===== config.mk =====
export PLATFORM = sky130hd
export DESIGN_NAME = br_lite_local_ctrl
export DESIGN_NICKNAME = d
export VERILOG_FILES = /design/src/rtl/br_lite_local_ctrl_pkg.sv /design/src/rtl/br_lite_local_ctrl_rr_arbiter.sv /design/src/rtl/br_lite_local_ctrl.sv
export SDC_FILE = /design/constraint.sdc
export NUM_CORES = 1
export LEC_CHECK = 0
export ABC_CLOCK_PERIOD_IN_PS = 2670
export BUFFER_PORTS_ARGS = -buffer_cell sky130_fd_sc_hd__buf_2
export CORE_ASPECT_RATIO = 0.5
export CORE_MARGIN = 5
export CORE_UTILIZATION = 40
export DETAILED_ROUTE_END_ITERATION = 7
export PLACE_DENSITY = 0.72
export SLEW_MARGIN = 10
export SYNTH_ARGS = -nofsm -noshare
export SYNTH_HDL_FRONTEND = slang
export SYNTH_SLANG_ARGS = --single-unit

===== constraint.sdc =====
create_clock -name clk_i -period 2.67 [get_ports clk_i]
set_input_delay 0.1335 -clock clk_i [delete_from_list [all_inputs] [get_ports clk_i]]
set_output_delay 0.1335 -clock clk_i [all_outputs]
set_load 0.01 [all_outputs]

===== src/rtl/br_lite_local_ctrl_pkg.sv =====
// br_lite_local_ctrl_pkg: flit/service types and FSM states shared by the local-port controller
package br_lite_local_ctrl_pkg;
  localparam int BR_ID_W      = 8;
  localparam int BR_PAYLOAD_W = 32;
  typedef enum logic [1:0] {
    BR_SVC_ALL   = 2'd0,
    BR_SVC_TGT   = 2'd1,
    BR_SVC_CLEAR = 2'd2,
    BR_SVC_RSVD  = 2'd3
  } br_svc_t;
  typedef struct packed {
    br_svc_t                 service;
    logic [15:0]             source;
    logic [15:0]             target;
    logic [BR_ID_W-1:0]      id;
    logic [BR_PAYLOAD_W-1:0] payload;
  } br_data_t;
  typedef enum logic [1:0] {INJ_IDLE, INJ_REQ, INJ_ERR, INJ_REL} inj_st_e;
  typedef enum logic [1:0] {RX_IDLE, RX_ACK, RX_WAIT} rx_st_e;
endpackage


===== src/rtl/br_lite_local_ctrl_rr_arbiter.sv =====
// br_lite_rr_arbiter: combinational round-robin pick of the first requester at or after ptr
module br_lite_rr_arbiter #(
  parameter int N = 4,
  parameter int W = $clog2(N)
) (
  input  logic [N-1:0] req,
  input  logic [W-1:0] ptr,
  output logic [N-1:0] gnt,
  output logic [W-1:0] idx
);
  logic         w_found;
  logic [W-1:0] w_k;
  always_comb begin
    w_found = 1'b0;
    w_k     = '0;
    idx     = '0;
    for (int i = 0; i < N; i++) begin
      w_k = W'((int'(ptr) + i) % N);
      if (!w_found && req[w_k]) begin
        w_found = 1'b1;
        idx     = w_k;
      end
    end
    gnt = w_found ? N'(1) << idx : '0;
  end
endmodule


===== src/rtl/br_lite_local_ctrl.sv =====
// br_lite_local_ctrl: round-robin flit injection into the router LOCAL port plus a 1-entry delivery buffer
module br_lite_local_ctrl
  import br_lite_local_ctrl_pkg::*;
#(
  parameter logic [15:0] ADDRESS     = 16'h0000,
  parameter int          NCLI        = 4,
  parameter int          ACK_TIMEOUT = 1024
) (
  input  logic                               clk_i,
  input  logic                               rst_ni,
  input  logic [NCLI-1:0]                    cli_req_i,
  input  br_svc_t [NCLI-1:0]                 cli_svc_i,
  input  logic [NCLI-1:0][15:0]              cli_target_i,
  input  logic [NCLI-1:0][BR_PAYLOAD_W-1:0]  cli_payload_i,
  output logic [NCLI-1:0]                    cli_gnt_o,
  output logic [NCLI-1:0]                    cli_err_o,
  output br_data_t                           inj_flit_o,
  output logic                               inj_req_o,
  input  logic                               inj_ack_i,
  input  logic                               local_busy_i,
  input  br_data_t                           rx_flit_i,
  input  logic                               rx_req_i,
  output logic                               rx_ack_o,
  output logic                               dlv_valid_o,
  output br_data_t                           dlv_flit_o,
  input  logic                               dlv_ready_i,
  output logic [15:0]                        stall_cnt_o
);
  localparam int IW = $clog2(NCLI);
  localparam int TW = $clog2(ACK_TIMEOUT + 1);
  inj_st_e            r_inj_st, w_inj_nxt;
  rx_st_e             r_rx_st, w_rx_nxt;
  logic [IW-1:0]      r_ptr, r_idx, w_arb_idx;
  logic [NCLI-1:0]    w_arb_gnt, r_gnt, r_err;
  logic [BR_ID_W-1:0] r_id;
  logic [TW-1:0]      r_tmo;
  logic [15:0]        r_stall;
  br_data_t           r_flit, r_dlv_flit;
  logic               r_req, r_rx_ack, r_dlv_valid;
  logic               w_start, w_svc_ok, w_tmo, w_cap, w_acked;
  br_lite_rr_arbiter #(.N(NCLI), .W(IW)) u_arb (
    .req (cli_req_i),
    .ptr (r_ptr),
    .gnt (w_arb_gnt),
    .idx (w_arb_idx)
  );
  assign w_start  = r_inj_st == INJ_IDLE && |cli_req_i && !local_busy_i && !inj_ack_i;
  assign w_svc_ok = cli_svc_i[w_arb_idx] == BR_SVC_ALL || cli_svc_i[w_arb_idx] == BR_SVC_TGT;
  assign w_tmo    = r_tmo == TW'(ACK_TIMEOUT - 1);
  assign w_acked  = r_inj_st == INJ_REQ && inj_ack_i;
  assign w_cap    = r_rx_st == RX_IDLE && rx_req_i && !r_dlv_valid;
  always_comb begin
    w_inj_nxt = r_inj_st;
    case (r_inj_st)
      INJ_IDLE: w_inj_nxt = w_start ? (w_svc_ok ? INJ_REQ : INJ_ERR) : INJ_IDLE;
      INJ_REQ:  w_inj_nxt = inj_ack_i ? INJ_REL : (w_tmo ? INJ_ERR : INJ_REQ);
      INJ_ERR:  w_inj_nxt = INJ_REL;
      default:  w_inj_nxt = inj_ack_i ? INJ_REL : INJ_IDLE;
    endcase
    w_rx_nxt = r_rx_st == RX_IDLE ? (w_cap ? RX_ACK : RX_IDLE) :
               r_rx_st == RX_ACK  ? RX_WAIT : (rx_req_i ? RX_WAIT : RX_IDLE);
  end
  // outputs are registered from the transition being taken, so they line up with the new state
  always_ff @(posedge clk_i or negedge rst_ni) begin
    if (!rst_ni) begin
      r_inj_st    <= INJ_IDLE;
      r_rx_st     <= RX_IDLE;
      r_ptr       <= '0;
      r_idx       <= '0;
      r_id        <= '0;
      r_tmo       <= '0;
      r_stall     <= '0;
      r_flit      <= '0;
      r_req       <= 1'b0;
      r_gnt       <= '0;
      r_err       <= '0;
      r_rx_ack    <= 1'b0;
      r_dlv_valid <= 1'b0;
      r_dlv_flit  <= '0;
    end else begin
      r_inj_st <= w_inj_nxt;
      r_rx_st  <= w_rx_nxt;
      r_req    <= w_inj_nxt == INJ_REQ;
      r_gnt    <= w_acked ? NCLI'(1) << r_idx : '0;
      r_err    <= w_inj_nxt == INJ_ERR ? (r_inj_st == INJ_IDLE ? w_arb_gnt : NCLI'(1) << r_idx) : '0;
      if (w_start) begin
        r_idx  <= w_arb_idx;
        r_ptr  <= w_arb_idx == IW'(NCLI - 1) ? '0 : w_arb_idx + 1'b1;
        r_flit <= '{service: cli_svc_i[w_arb_idx], source: ADDRESS, target: cli_target_i[w_arb_idx],
                    id: r_id, payload: cli_payload_i[w_arb_idx]};
        r_tmo  <= '0;
      end
      if (w_acked) r_id <= r_id + 1'b1;
      if (r_inj_st == INJ_REQ && !inj_ack_i) begin
        r_tmo <= r_tmo + 1'b1;
        if (r_stall != '1) r_stall <= r_stall + 1'b1;
      end
      r_rx_ack    <= w_cap;
      r_dlv_valid <= w_cap | (r_dlv_valid & !dlv_ready_i);
      if (w_cap) r_dlv_flit <= rx_flit_i;
    end
  end
  assign cli_gnt_o   = r_gnt;
  assign cli_err_o   = r_err;
  assign inj_flit_o  = r_flit;
  assign inj_req_o   = r_req;
  assign rx_ack_o    = r_rx_ack;
  assign dlv_valid_o = r_dlv_valid;
  assign dlv_flit_o  = r_dlv_flit;
  assign stall_cnt_o = r_stall;
endmodule

Word-level counts from Yosys, hierarchy flattened

Cells that the tools add are included.

Bits in registers: 186
Bits of input ports: 284
Output and inout port bits: 175
Word-level logic and storage cells: 109

Add/sub/neg operators: 7
Magnitude comparators: 5
Equality and inequality tests: 9
Shifts and indexed selects: 2
Multiplexer cells: 39
Bitwise logic cells: 2
Reductions and logical operators: 24

Operators by type and width:

| operator              | count |
|---|---|
| $bmux 32 s2           | 1 |
| $bmux 16 s2           | 1 |
| $mux 32               | 1 |
| $mux 2                | 14 |
| $mux 11               | 2 |
| $add 16x1->16 const B | 1 |
| $mux 16               | 1 |
| $mux 4                | 4 |
| $ne 16x16->1 const B  | 1 |
| $lt 2x3->1 const B    | 5 |
| $add 11x1->11 const B | 1 |
| $eq 11x10->1 const B  | 1 |
| $logic_and 1x1->1     | 10 |
| $mux 1                | 9 |
| $add 8x1->8 const B   | 1 |
| $bmux 1 s2            | 4 |
| $eq 2x1->1 const B    | 4 |
| $shl 1x2->4 const A   | 2 |
| $logic_not 1->1       | 7 |
| $eq 2x2->1 const B    | 3 |
| $logic_not 2->1       | 3 |
| $pmux 2 s3            | 1 |
| $add 2x1->2 const B   | 2 |
| $add 2x2->2 const B   | 2 |
| 7 further kinds       | 7 |

Logic depth before layout (Yosys ltp)

Depth after elaboration: 21
Depth in mapped cells: 9

Modules after synthesis

Synthesis repeated with hierarchy kept, for this count alone.

Cell total of the unflattened synthesis: 739
Area total of the unflattened synthesis: 8,896.0 um^2

Modules (own cells, without submodules):

| module             | instances | cells an instance | area an instance (um^2) | sequential area each (um^2) |
|---|---|---|---|---|
| br_lite_local_ctrl | 1         | 708               | 8,698.3                 | 4,654.5 |
| br_lite_rr_arbiter | 1         | 31                | 197.7                   | 0.0 |

Worst setup path after synthesis

OpenSTA, ideal clock, no wires.

Path type: flip-flop to flip-flop
Start point: register r_dlv_valid, in the netlist dlv_valid_o
End point: register r_dlv_flit (netlist bit dlv_flit_o[10])
Arrival time: 1.787 ns
Data required time: 2.545 ns
Path slack: 0.758 ns
Stages on the path, launching flop included: 5
Buffers on the path: 2
Period minus slack after synthesis: 1.912 ns
Cell sequence: dfrtp_1 -> nor4b_1 -> clkbuf_1 -> buf_2 -> mux2_2

Longest elaborated chain between the ends: 2

RTL lines:

| item                     | line                      | RTL |
|---|---|---|
| start: declaration       | br_lite_local_ctrl.sv:39  | `logic r_req, r_rx_ack, r_dlv_valid;` |
| start signal: assignment | br_lite_local_ctrl.sv:99  | `r_dlv_valid <= w_cap \| (r_dlv_valid & !dlv_ready_i);` |
| $logic_not 1->1          | br_lite_local_ctrl.sv:51  | `assign w_cap = r_rx_st == RX_IDLE && rx_req_i && !r_dlv_valid;` |
| $logic_and 1x1->1        | br_lite_local_ctrl.sv:51  |  |
| end signal: assignment   | br_lite_local_ctrl.sv:100 | `if (w_cap) r_dlv_flit <= rx_flit_i;` |
| end: declaration         | br_lite_local_ctrl.sv:38  | `br_data_t r_flit, r_dlv_flit;` |

No other way between the ends.
A chain may end at the register's enable or synchronous reset.

Final worst setup path

Start point: register r_ptr[1]
End point: register r_flit (netlist bit inj_flit_o[48])

Longest elaborated chain between the ends: 14
Elaborated cells on any way between the ends: 26

RTL lines:

| item                                                 | line                                | RTL |
|---|---|---|
| start: declaration                                   | br_lite_local_ctrl.sv:33            | `logic [IW-1:0] r_ptr, r_idx, w_arb_idx;` |
| start signal: assignment                             | br_lite_local_ctrl.sv:88            | `r_ptr <= w_arb_idx == IW'(NCLI - 1) ? '0 : w_arb_idx + 1'b1;` |
| branches (longest 11 deep; another with $add 2x1->2) | --                                  |  |
| $mux 2 *                                             | br_lite_local_ctrl_rr_arbiter.sv:19 | `if (!w_found && req[w_k]) begin` |
| $bmux 16 s2 *                                        | br_lite_local_ctrl.sv:89            | `r_flit <= '{service: cli_svc_i[w_arb_idx], source: ADDRESS, target: cli_target_i[w_arb_idx],` |
| $mux 16 (not written as such) *                      | br_lite_local_ctrl.sv:89            |  |
| end signal: assignment                               | br_lite_local_ctrl.sv:89            |  |
| end: declaration                                     | br_lite_local_ctrl.sv:38            |  |

Every way passes the cells marked *. The select of a mux whose other input is x is not followed.

==> results_dict.tcl <==
set metrics [dict create \
    avgRoutedWirePerCell_um 17.9 \
    finalSetupTns_ns 0 \
    ys_ff_latch 186 \
    syn-cell-area_um2 9090 \
    h-tree-depth 4 \
    wl_mm 28.6 \
    finalHoldViolations 0 \
    cts-root-buf "clkbuf_16" \
    place_congestion 0.965 \
    timing.fmax_ghz 0.418 \
    rows 39 \
    syn_inst 766 \
    drt-initial-drc-count 455 \
    antenna_left 0 \
    grt_usage_pct 21.1 \
    synth-seq-area-share_pct 51.2 \
    ys.flop_type "dfrtp_1" \
    min_path_type "in2reg" \
    io_buffers 442 \
    grt_pass1_wl_mm 43.3 \
    clk_path_buf_depth 2 \
    regArea_um2 4650 \
    synth.most_common_cell "dfrtp_1" \
    crit_arrival_ns 2.69 \
    finalInstanceArea_um2 13000 \
    viasPerCell 4.81 \
    leakage_nw 6.55 \
    cts_resized 0 \
    postLayoutCoreUtil_pct 57.4 \
    max_cap_violations 0 \
    r2r-start "r_ptr[1]$_DFFE_PN0P_" \
    post_cts_buffers 0 \
    fin_skew_ns 0.00750 \
    synthAdderAreaFrac_pct 0.963 \
    fillers 1845 \
    place_ws_ns 0.311 \
    yosys.area_share.simple_pct 9.12 \
    r2r_slack_ns 0.28 \
    synthArstFlopShare_pct 100 \
    fin_crit_sh_pct 89.6 \
    avgSynthCellArea_um2 11.9 \
    clk_latency_ns 0.43 \
    placed_area_um2 11600 \
    num_vias 7713 \
    report.final.slew_viol_count 0 \
    die-area_um2 26000 \
    ys_top_cells_by_count "dfrtp_1, mux2_2, nand2_1" \
    grt_start_max_net_pins 77 \
    status "finished clean" \
    overflow 0 \
    die_w_um 223 \
    ir_drop_v 0.000633 \
    dr.pass1.iters 6 \
    setup_viol 0 \
    setup.worst_path.end_class "register" \
    antenna_found_initial 2 \
    cts_tree "yes" \
    p_per_area_nw_per_um2 955 \
    drive_above_1_share_pct 48.5 \
    r2r-end "inj_flit_o[48]$_DFFE_PN0P_" \
    worst_slack_ns 0.278 \
    hp-start "cli_svc_i[1]" \
    path_clk_slew_ns 0.07 \
    synth_compound_area_share_pct 5.20 \
    synthMuxAreaShare_pct 27.0 \
    cp-start-kind "register" \
    cts_made_buffers 17 \
    nets 1571 \
    finalPower_w 0.0124 \
    initial_core_util_pct 40.2 \
    yosys.area_share.xor_xnor_pct 2.22 \
    grt_setup_unrepaired "false" \
    die-height_um 117 \
    fin_crit_ns 2.39 \
    area_delta_synth_final_pct 42.6 \
    synth.area.top_cells "dfrtp_1, mux2_2, mux2i_1" \
    hold_depth 4 \
    worstMarginPinSlew_ns 0.560 \
    core_um2 22600 \
    setup.worst_path.class "reg2reg" \
    synth-edff-count 0 \
    required_ns 2.97 \
    slew_headroom_pct 62.6 \
    grt_pass1_vias 8042 \
    synth_top_area_share_pct 51.2 \
    synth_top_area_cell "dfrtp_1" \
    ioPinCount 459 \
    synth_warnings 0 \
    multiInputGateArea_um2 4130 \
    post-route-drc-count 0 \
    ys_types 46 \
    synth_top_family_by_area "multiplexers" \
    hpwl_mm 21.4 \
    worst-path-max-fanout 29 \
    clkSinkCount 186 \
    min_to "r_inj_st[0]$_DFF_PN0_" \
    reg2reg_depth 7 \
]
cells by family (layout without fill, tap and decap cells):
family	after synthesis	after routing
mux	227	227
compound gates	82	82
buf+inv	63	575
flops	186	186
simple gates	177	177
fa+ha+maj	7	7
xor+xnor	23	23
other cells	1	19
flip-flops by register name (all words and copies together), names as in the netlist:
register and count:
inj_req_o 1, dlv_flit_o 74, stall_cnt_o 16, r_rx_st 2, inj_flit_o 58, r_inj_st 2
cli_gnt_o 4, r_idx 2, r_id 8, cli_err_o 4, r_ptr 2, r_tmo 11
rx_ack_o 1, dlv_valid_o 1
metrics by stage:
stage / std cells / hold WS (ns)
3_3_place_gp: 1490 / 0.172
6_report: 1603 / 0.0827
3_5_place_dp: 1490 / 0.176
2_1_floorplan: 781 / -0.162
4_1_cts: 1600 / 0.0366
5_1_grt: 1602 / 0.0640
per-layer routing:
metal / global-route usage [%] / up-vias / wire (um)
li1: - / 3688 / -
met1: 25.3 / 3761 / 11600
met2: 38.7 / 213 / 15000
met3: 3.62 / 51 / 1270
met4: 8.24 / 0 / 669
met5: 0 / - / 0
area by class of cell:
cell class / instances / share of cell area (%)
Tap cell: 307 / 2.96
Antenna cell: 3 / 0.0579
Sequential cell: 186 / 35.9
Inverter: 6 / 0.174
Timing Repair Buffer: 537 / 24.5
Multi-Input combinational cell: 532 / 31.9
Clock inverter: 11 / 1.05
Clock buffer: 21 / 3.47
what timing repair did:
| action | 4_1_cts | 5_1_grt |
|---|---|---|
| endpoints found under the setup margin | 0 | 0 |
| hold buffers | 78 | 0 |
| endpoints found under the hold margin | 143 | 0 |
power breakdown:
group | internal [W] | total, W | switching (W)
clock | 0.00142 | 0.00255 | 0.00112
sequential | 0.00393 | 0.00463 | 0.000701
combinational | 0.00261 | 0.00521 | 0.00260
cell usage in the layout, fill, tap and decap left out, types with 3 or more instances in the layout:
cell type	n
clkbuf_16	17
buf_12	4
o21ai_0	59
dfrtp_1	186
buf_2	441
nor2_1	16
clkbuf_1	3
buf_4	13
xor2_1	6
inv_6	3
nand4_1	5
mux2i_1	99
and3_1	8
nor3_1	4
dlygate4sd3_1	78
diode_2	3
a32o_1	3
ha_1	7
clkinvlp_4	4
nand2_1	102
inv_1	5
a21oi_1	4
xnor2_1	17
nor3b_1	3
nor2b_1	3
and2_1	3
nand3_1	18
mux2_2	125
conb_1	16
nand2b_1	3
critical path: stages (launching register included):
cell and delay, ns:
dfrtp_1 0.45, a21oi_1 0.22, o21a_1 0.16, o22a_4 0.51, buf_4 0.30, mux2i_1 0.32, mux2_2 0.21, o21ai_0 0.07
how the worst max path moves through the flow:
stage                          startpoint                         end  slack, ns
floorplan           dlv_valid_o$_DFF_PN0_  dlv_flit_o[10]$_DFFE_PN0P_       0.76
CTS                  r_ptr[1]$_DFFE_PN0P_      cli_err_o[0]$_DFF_PN0_       0.27
detailed placement   r_ptr[1]$_DFFE_PN0P_  inj_flit_o[72]$_DFFE_PN0P_       0.31
global placement     r_ptr[1]$_DFFE_PN0P_  inj_flit_o[48]$_DFFE_PN0P_       0.45
finish               r_ptr[1]$_DFFE_PN0P_  inj_flit_o[48]$_DFFE_PN0P_       0.28
global route         r_ptr[1]$_DFFE_PN0P_  inj_flit_o[72]$_DFFE_PN0P_       0.12
Power figures use the tool's default switching activity.
